File: src/rtl/bcd_pkg.sv
// bcd_pkg: shared BCD constants and helpers for the N-digit BCD counter.
//   DIGIT_W    - bits per BCD digit
//   BCD_MAX    - largest legal digit value
//   MAX_DIGITS - widest counter the helpers support (32-bit operands)
//   bcd_valid  - digit is in 0..9
//   bcd_sat    - clamp an illegal digit to 9
//   bcd_ge     - multi-digit magnitude compare, a >= b
package bcd_pkg;

  localparam int         DIGIT_W    = 4;
  localparam logic [3:0] BCD_MAX    = 4'd9;
  localparam int         MAX_DIGITS = 8;

  function automatic logic bcd_valid(input logic [3:0] digit);
    return digit <= BCD_MAX;
  endfunction

  function automatic logic [3:0] bcd_sat(input logic [3:0] digit);
    return bcd_valid(digit) ? digit : BCD_MAX;
  endfunction

  // Operands are zero-extended to MAX_DIGITS digits by the caller.
  // The most significant differing digit decides.
  function automatic logic bcd_ge(input logic [31:0] a, input logic [31:0] b);
    for (int i = MAX_DIGITS - 1; i >= 0; i--) begin
      if (a[4*i +: 4] != b[4*i +: 4]) begin
        return a[4*i +: 4] > b[4*i +: 4];
      end
    end
    return 1'b1;
  endfunction

endpackage

File: src/rtl/bcd_digit.sv
// bcd_digit: combinational single-digit BCD step cell.
//   d          - current digit (0..9)
//   inc        - add one to this digit (carry in)
//   dec        - subtract one from this digit (borrow in)
//   d_next     - resulting digit
//   carry_out  - this digit wrapped 9 -> 0 while incrementing
//   borrow_out - this digit wrapped 0 -> 9 while decrementing
module bcd_digit
  import bcd_pkg::*;
(
  input  logic [3:0] d,
  input  logic       inc,
  input  logic       dec,
  output logic [3:0] d_next,
  output logic       carry_out,
  output logic       borrow_out
);

  always_comb begin
    d_next     = d;
    carry_out  = 1'b0;
    borrow_out = 1'b0;
    if (inc) begin
      // >= rather than == so a corrupted digit can never climb past 9
      if (d >= BCD_MAX) begin
        d_next    = 4'd0;
        carry_out = 1'b1;
      end else begin
        d_next = d + 4'd1;
      end
    end else if (dec) begin
      if (d == 4'd0) begin
        d_next     = BCD_MAX;
        borrow_out = 1'b1;
      end else begin
        d_next = d - 4'd1;
      end
    end
  end

endmodule

File: src/rtl/bcd_counter_n.sv
// bcd_counter_n: DIGITS-digit BCD up/down counter with programmable wrap
// limit, synchronous clear, validated parallel load and terminal-count pulse.
//   clk, reset_n - clock, asynchronous active-low reset
//   en, up       - count enable and direction (1 = up)
//   clear        - synchronous clear (highest priority)
//   load         - synchronous load of load_value (rejected if any digit > 9)
//   limit        - wrap limit (modulus - 1), illegal digits read as 9
//   count        - registered BCD count
//   tc           - one-cycle pulse in the cycle count shows the wrapped value
//   load_err     - one-cycle pulse after a rejected load
//   zero         - count == 0 (combinational from count)
module bcd_counter_n
  import bcd_pkg::*;
#(
  parameter int DIGITS = 4
) (
  input  logic                      clk,
  input  logic                      reset_n,
  input  logic                      en,
  input  logic                      up,
  input  logic                      clear,
  input  logic                      load,
  input  logic [DIGITS*DIGIT_W-1:0] load_value,
  input  logic [DIGITS*DIGIT_W-1:0] limit,
  output logic [DIGITS*DIGIT_W-1:0] count,
  output logic                      tc,
  output logic                      load_err,
  output logic                      zero
);

  localparam int W = DIGITS * DIGIT_W;

  logic [W-1:0]      count_q, count_d;
  logic              tc_q, tc_d;
  logic              load_err_q, load_err_d;

  logic [W-1:0]      limit_sat;
  logic [W-1:0]      count_step;
  logic [DIGITS-1:0] carry, borrow;
  logic [31:0]       count_ext, limit_ext;
  logic              load_ok;
  logic              unused_top;

  // Digit chain: digit 0 gets the step request, higher digits are fed by the
  // carry/borrow of the digit below. Only one of inc/dec is ever active.
  for (genvar k = 0; k < DIGITS; k++) begin : g_digit
    logic d_inc, d_dec;
    if (k == 0) begin : g_lsd
      assign d_inc = up;
      assign d_dec = ~up;
    end else begin : g_upper
      assign d_inc = carry[k-1];
      assign d_dec = borrow[k-1];
    end

    bcd_digit u_digit (
      .d          (count_q[DIGIT_W*k +: DIGIT_W]),
      .inc        (d_inc),
      .dec        (d_dec),
      .d_next     (count_step[DIGIT_W*k +: DIGIT_W]),
      .carry_out  (carry[k]),
      .borrow_out (borrow[k])
    );

    assign limit_sat[DIGIT_W*k +: DIGIT_W] = bcd_sat(limit[DIGIT_W*k +: DIGIT_W]);
  end

  // The top digit never carries or borrows: an up-count at all 9s is always
  // >= limit and a down-count at 0 always takes the wrap path.
  assign unused_top = carry[DIGITS-1] | borrow[DIGITS-1];

  always_comb begin
    count_ext        = '0;
    limit_ext        = '0;
    count_ext[W-1:0] = count_q;
    limit_ext[W-1:0] = limit_sat;
  end

  always_comb begin
    load_ok = 1'b1;
    for (int k = 0; k < DIGITS; k++) begin
      if (!bcd_valid(load_value[DIGIT_W*k +: DIGIT_W])) begin
        load_ok = 1'b0;
      end
    end
  end

  always_comb begin
    count_d    = count_q;
    tc_d       = 1'b0;
    load_err_d = 1'b0;
    if (clear) begin
      count_d = '0;
    end else if (load) begin
      if (load_ok) begin
        count_d = load_value;
      end else begin
        load_err_d = 1'b1;
      end
    end else if (en) begin
      if (up) begin
        if (bcd_ge(count_ext, limit_ext)) begin
          count_d = '0;
          tc_d    = 1'b1;
        end else begin
          count_d = count_step;
        end
      end else begin
        if (count_q == '0) begin
          count_d = limit_sat;
          tc_d    = 1'b1;
        end else begin
          count_d = count_step;
        end
      end
    end
  end

  always_ff @(posedge clk or negedge reset_n) begin
    if (!reset_n) begin
      count_q    <= '0;
      tc_q       <= 1'b0;
      load_err_q <= 1'b0;
    end else begin
      count_q    <= count_d;
      tc_q       <= tc_d;
      load_err_q <= load_err_d;
    end
  end

  assign count    = count_q;
  assign tc       = tc_q;
  assign load_err = load_err_q;
  assign zero     = (count_q == '0);

endmodule
File: config.mk
export PLATFORM = sky130hd
export DESIGN_NAME = bcd_counter_n
export DESIGN_NICKNAME = d
export VERILOG_FILES = /design/src/rtl/bcd_pkg.sv /design/src/rtl/bcd_digit.sv /design/src/rtl/bcd_counter_n.sv
export SDC_FILE = /design/constraint.sdc
export NUM_CORES = 1
export LEC_CHECK = 0
export ABC_AREA = 1
export CORE_MARGIN = 5
export CORE_UTILIZATION = 45
export CTS_CLUSTER_DIAMETER = 40
export DETAILED_ROUTE_END_ITERATION = 6
export GPL_ROUTABILITY_DRIVEN = 0
export GPL_TIMING_DRIVEN = 0
export PLACE_DENSITY = 0.86
export SLEW_MARGIN = 20
export SYNTH_ARGS = -nofsm -noshare
export SYNTH_HDL_FRONTEND = slang
export SYNTH_SLANG_ARGS = --single-unit
File: constraint.sdc
create_clock -name clk -period 1.81 [get_ports clk]
set_input_delay 0.181 -clock clk [delete_from_list [all_inputs] [get_ports clk]]
set_output_delay 0.181 -clock clk [all_outputs]
set_load 0.005 [all_outputs]
# Yosys cells after proc, flatten, opt, wreduce, memory -nomap -nowiden
# Index checks and enable logic that the tools add are counted.
# classes
n_addsub	8
multipliers	0
div_mod_pow	0
magnitude_cmp	16
eq_ne	5
shifts	0
mux	136
bitwise	0
n_reduce_logical	7
# op_table
op	count
$mux W16	7
$mux W1	110
$mux W4	19
$le A4 B4 Y1 const B	8
$add A4 B1 Y4 const B	4
$ge A4 B4 Y1 const B	4
$gt A4 B4 Y1	4
$logic_not A16 Y1	1
$logic_not A4 Y1	4
$ne A4 B4 Y1	4
$sub A4 B1 Y4 const B	4
$ne A3 B2 Y1 const B	1
$reduce_bool A3 Y1	1
$reduce_and A2 Y1	1
# totals
reg_bits	18
latchBits	0
mem_bits_rw	0
rom_bits	0
input_bits	38
output_inout_bits	19
wordCells	175
mem_count	0

# Depth between registers and ports, before layout
# Gate-level depths: netlist of the first run.
# logic_depth
depth_word	70
ltp_mapped	19

# Cells and area by module
# A second synthesis of the first run with hierarchy kept.
# hier_totals
cells_unflattened	500
area_unflattened_um2	2985.4
# modules_own_cells
mod	n_inst	cells_per_inst	area_each_um2
bcd_counter_n	1	288	1779.2
bcd_digit	4	53	301.5

# Worst setup path after synthesis of the first run
# Ideal clock, no wire load.
# synth_timing
kind	register to register
from	register count_q[8], in the netlist count[8]
to	register count_q[2], in the netlist count[2]
setup_ns	0.117
arrival_time_ns	1.696
slack_ns	-0.002
path_stages_with_launch	14
synth_period_minus_slack_ns	1.812
path_cell_list	dfrtp_1 > inv_1 > ha_1 > nand3_4 > nor2_2 > nand2_1 > clkinv_1 > nand2_1 > nand3_1 > nand2_1 > nand2_1 > nand2_1 > nand2_1 > nand2_1
# synth_between
word_cells_on_any_way	48
classes_between	1 x order compare; 1 x eq/ne; 45 x mux; 1 x reduce/logical
# synth_lines
element	line	rtl
start: declaration	bcd_counter_n.sv:33	logic [W-1:0] count_q, count_d;
start signal: assignment	bcd_counter_n.sv:125	count_q <= count_d;
$logic_not A16 Y1	n/a	
via zero	bcd_counter_n.sv:28	output logic zero
$mux W16	bcd_counter_n.sv:109	if (count_q == '0) begin
$mux W16	bcd_counter_n.sv:101	if (up) begin
$mux W16	bcd_counter_n.sv:100	end else if (en) begin
$mux W16	bcd_counter_n.sv:94	end else if (load) begin
$mux W16	bcd_counter_n.sv:92	if (clear) begin
# The timed path passes the listed nets, and every way through them passes these cells. The select of a mux whose other input is x is not followed.
# A chain may end at the register's enable or synchronous reset.

# Final worst setup path of the first run
# layout_timing
from	input limit[12]
to	register count_q[7], in the netlist count[7]
# layout_between
elab_chain_cells	31
word_cells_on_any_way	49
classes_between	2 x order compare; 1 x eq/ne; 46 x mux
# layout_rtl
element	line	rtl
start: declaration	bcd_counter_n.sv:24	input logic [DIGITS*DIGIT_W-1:0] limit,
$le A4 B4 Y1	bcd_pkg.sv:15	return digit <= BCD_MAX;
$mux W4 (*)	bcd_pkg.sv:19	return bcd_valid(digit) ? digit : BCD_MAX;
$ne A4 B4 Y1	bcd_pkg.sv:26	if (a[4*i +: 4] != b[4*i +: 4]) begin
$mux W1	bcd_pkg.sv:26	
$mux W1 (4 in series)	bcd_pkg.sv:25	for (int i = MAX_DIGITS - 1; i >= 0; i--) begin
$mux W1	bcd_counter_n.sv:101	
$mux W1	bcd_counter_n.sv:100	
$mux W1	bcd_counter_n.sv:94	
[... 12 more ...]	n/a	
$mux W1 (*)	bcd_counter_n.sv:100	
$mux W1 (*)	bcd_counter_n.sv:94	
$mux W1 (*)	bcd_counter_n.sv:92	
$mux W16 (*)	bcd_counter_n.sv:102	if (bcd_ge(count_ext, limit_ext)) begin
$mux W16 (*)	bcd_counter_n.sv:101	
$mux W16 (*)	bcd_counter_n.sv:100	
$mux W16 (*)	bcd_counter_n.sv:94	
$mux W16 (*)	bcd_counter_n.sv:92	
# Every way passes the cells marked *; elsewhere a longest branch is shown, timed or not. The select of a mux whose other input is x is not followed.

==> impl_metrics.yaml, run 1 <==
pwr:
  power_density_nw_per_um2: 670
  leakagePower_nw: 2.29
  power.total_w: 0.00300
  vdd_ir_drop_max_uv: 406
timing:
  max_slew_margin: 0.352
  fin_ws_ps: -329
  layout_min_cycle_time_ps: 2140
  rsz0062_at_grt: "yes"
  worst_hold_slack_ps: 438
  max_freq_ghz: 0.467
  post-route-period-util: 1.18
  finalHoldViolations: 0
  drv_slew: 0
  finalSetupViolCount: 17
  final.setup_skew_ps: 2.12
  worst_slew_pin_slew_ps: 969
die:
  design.core.area_um2: 5890
  rows: 28
  num_io_pins: 57
  die_h_um: 87.7
  die_w_um: 87.7
  die_area_um2: 7690
  initial_core_util: 0.462
logic_synthesis:
  yosysMostFrequentCell: "nand2_1"
  synth_warnings: 0
  synth-main-ff-cell: "dfrtp_1"
  async_flop_share: 1.00
  synth-edff-count: 0
  yosys_register_bits: 18
  netlist-cell-type-count: 35
  synthMuxAreaShare: 0
  seq_area_frac_synth: 0.166
  syn_inst: 458
  synth-adder-area-share: 0.129
  ys_top_cells_by_area: "nand2_1 (22%), dfrtp_1 (17%), ha_1 (13%)"
  syn_nets: 524
  synth_xor_area_frac: 0.0226
  synth_top_family_by_area: "simple AND/OR/NAND/NOR gates"
  synthesis.area_um2: 2720
  syn_area_per_cell_um2: 5.93
  synth_commonest_cells: "nand2_1 (159), nor2_1 (59), inv_1 (51)"
  yosys.area_share.simple: 0.483
  netlist.area_leader.share: 0.220
  yosys.area.top_type: "nand2_1"
  synth_compound_area_frac: 0.0935
clocking:
  clkTransAtPathRegs_ps: 80
  clock_latency_ps: 270
  clockRootBuffer: "clkbuf_8"
  cts_buffers: 3
  htreeDepth: 1
  cts_tree: "yes"
  clockBufferDepth: 2
  hold_buffers: 0
  cts_sinks: 18
setup_path:
  reg2reg_depth: 13
  crit_top_cell: "nand2_1"
  timing.rr.end: "count[7]"
  worstReg2RegStart: "count[5]"
  crit_fanout: 6
  startpoint_type: "input pin"
  cpMaxStageDelayCell: "clkdlybuf4s50_1"
  path_cells: "clkdlybuf4s50_1, nor2_2, inv_2, ha_4, nand2_4, nor2_4, a21boi_2, nand2_2, nand2_4, buf_6, nand2_1, nand2_1, nand2_1, nand2_1"
  rrSetupSlack_ps: -290
  max_stage_delay_ps: 440
  arrival_ps: 2320
  crit_type: "in2reg"
  cp-end-kind: "flop"
  cp.required_ps: 1990
detailed_routing:
  wirelength_um: 14100
  viasPerCell: 6.38
  ant_nets: 0
  dr.pass1.iters: 7
  post_drt_wl_per_cell_um: 21.3
  drt_iter0_drc: 695
  vias: 4227
  drc: 1
global_route:
  grt_pass1_wl_um: 17100
  antenna_found_initial: 0
  track_usage: 0.278
  grt_pass1_vias: 3763
  overflow: 0
  grt_max_degree: 19
final_layout:
  fillers: 363
  drive_gt1_frac: 0.352
  diodes: 0
  final_util: 0.760
  area_growth_pct: 64.6
  stdcell_area_um2: 4470
  final_nets: 655
placed_design:
  place_area_um2: 3370
  portBuffers: 56
  dp_slack_ps: -745
  hpwl_um: 6580
status:
  outcome: "finished with violations"
  violations: "DRC, setup timing"
job:
  cap_violations: 0
worst_hold_path:
  hp-class: "in2async"
[critical path: cells and delay by family]
family,cells,cell delay [ps]
compound gates,1,190
buf+inv,3,660
simple gates,9,1000
fa+ha+maj,1,280
[what timing repair did]
action / in CTS / in global routing
endpoints found under the setup margin: 18 / 18
pin swaps: 34 / 48
gates resized for setup: 109 / 60
setup buffers: 43 / 25
endpoints found under the hold margin: 0 / 0
gates cloned: 2 / 0
[layout make-up]
type,instances,area [um^2],area share
inverters,61,255,0.0570
well taps,75,93.8,0.0210
repair buffers,125,1110,0.247
clock buffers,4,55.1,0.0123
flip-flops and latches,18,467,0.104
multi-input cells,370,2420,0.541
plain buffers,10,75.1,0.0168
[registers in the layout, summed over array words and instances (netlist names)]
register,cells
count,16
load_err,1
tc,1
[cells by family (layout without fill, tap and decap cells)]
kind of cell / count (synthesis) / count (layout)
AND/OR/NAND/NOR: 292 / 293
buffers and inverters: 71 / 200
AO/OA/AOI/OAI: 42 / 42
adder cells (fa/ha/maj): 28 / 28
flip-flops: 18 / 18
XOR/XNOR: 7 / 7
[through the flow]
step,instances,TNS [ps]
6_report,663,-2920
5_1_grt,663,-4290
4_1_cts,638,-6.35
3_5_place_dp,589,-11230
3_3_place_gp,589,-10560
2_1_floorplan,458,0
[worst max-delay path by stage]
stage | end | slack [ps] | start
floorplan | count[2] | 10 | count[12]
global placement | count[6] | -710 | limit[13]
detailed placement | count[8] | -750 | limit[1]
CTS | count[8] | -6 | count[5]
global route | count[5] | -400 | limit[12]
finish | count[7] | -330 | limit[12]
[cells in the final DEF (no fill, tap or decap), types with 2 or more instances in the layout]
cell,count
buf_6,13
nor2_4,7
nor2_1,48
buf_4,60
clkbuf_1,2
dlygate4sd2_1,8
xor2_1,4
nand3_4,6
nand4_1,5
clkdlybuf4s50_1,41
nand3_2,9
a21oi_1,10
ha_2,2
o21ai_0,9
nor2_2,8
dfrtp_1,5
nand2_2,19
o21bai_1,2
buf_2,3
inv_4,10
o21ai_1,9
ha_1,12
dlymetal6s2s_1,3
clkbuf_8,4
nand2_1,137
clkbuf_2,3
ha_4,14
nor3_2,4
dfrtp_2,13
inv_2,12
xnor2_1,3
nand2_4,8
nand3_1,38
inv_1,37
o21bai_4,2
o211ai_1,3
[metal layers]
metal	part of all wire	wire, um	track usage	vias to the layer above
met5	0	0	0	-
met4	0.094	1330	0.169	0
met3	0.12	1660	0.0630	188
met2	0.45	6340	0.486	453
met1	0.34	4780	0.305	1868
li1	-	-	-	1718
[report_power, final]
part	switching (W)	internal [W]
combinational	0.00119	0.000915
sequential	0.0000724	0.000453
clock	0.000171	0.000194
Note: power is estimated with default switching activity, not from simulation.
==> run 2, diff against run 1 <==
ABC_CLOCK_PERIOD_IN_PS = 1810   (was default)
==> results of run 2 <==
The final DEF is identical to that of run 1; final timing and power are the same.
==> run 3, diff against run 2 <==
HOLD_SLACK_MARGIN = 0.15   (was default)
==> results of run 3 <==
The final DEF is identical to that of run 1; final timing and power are the same.
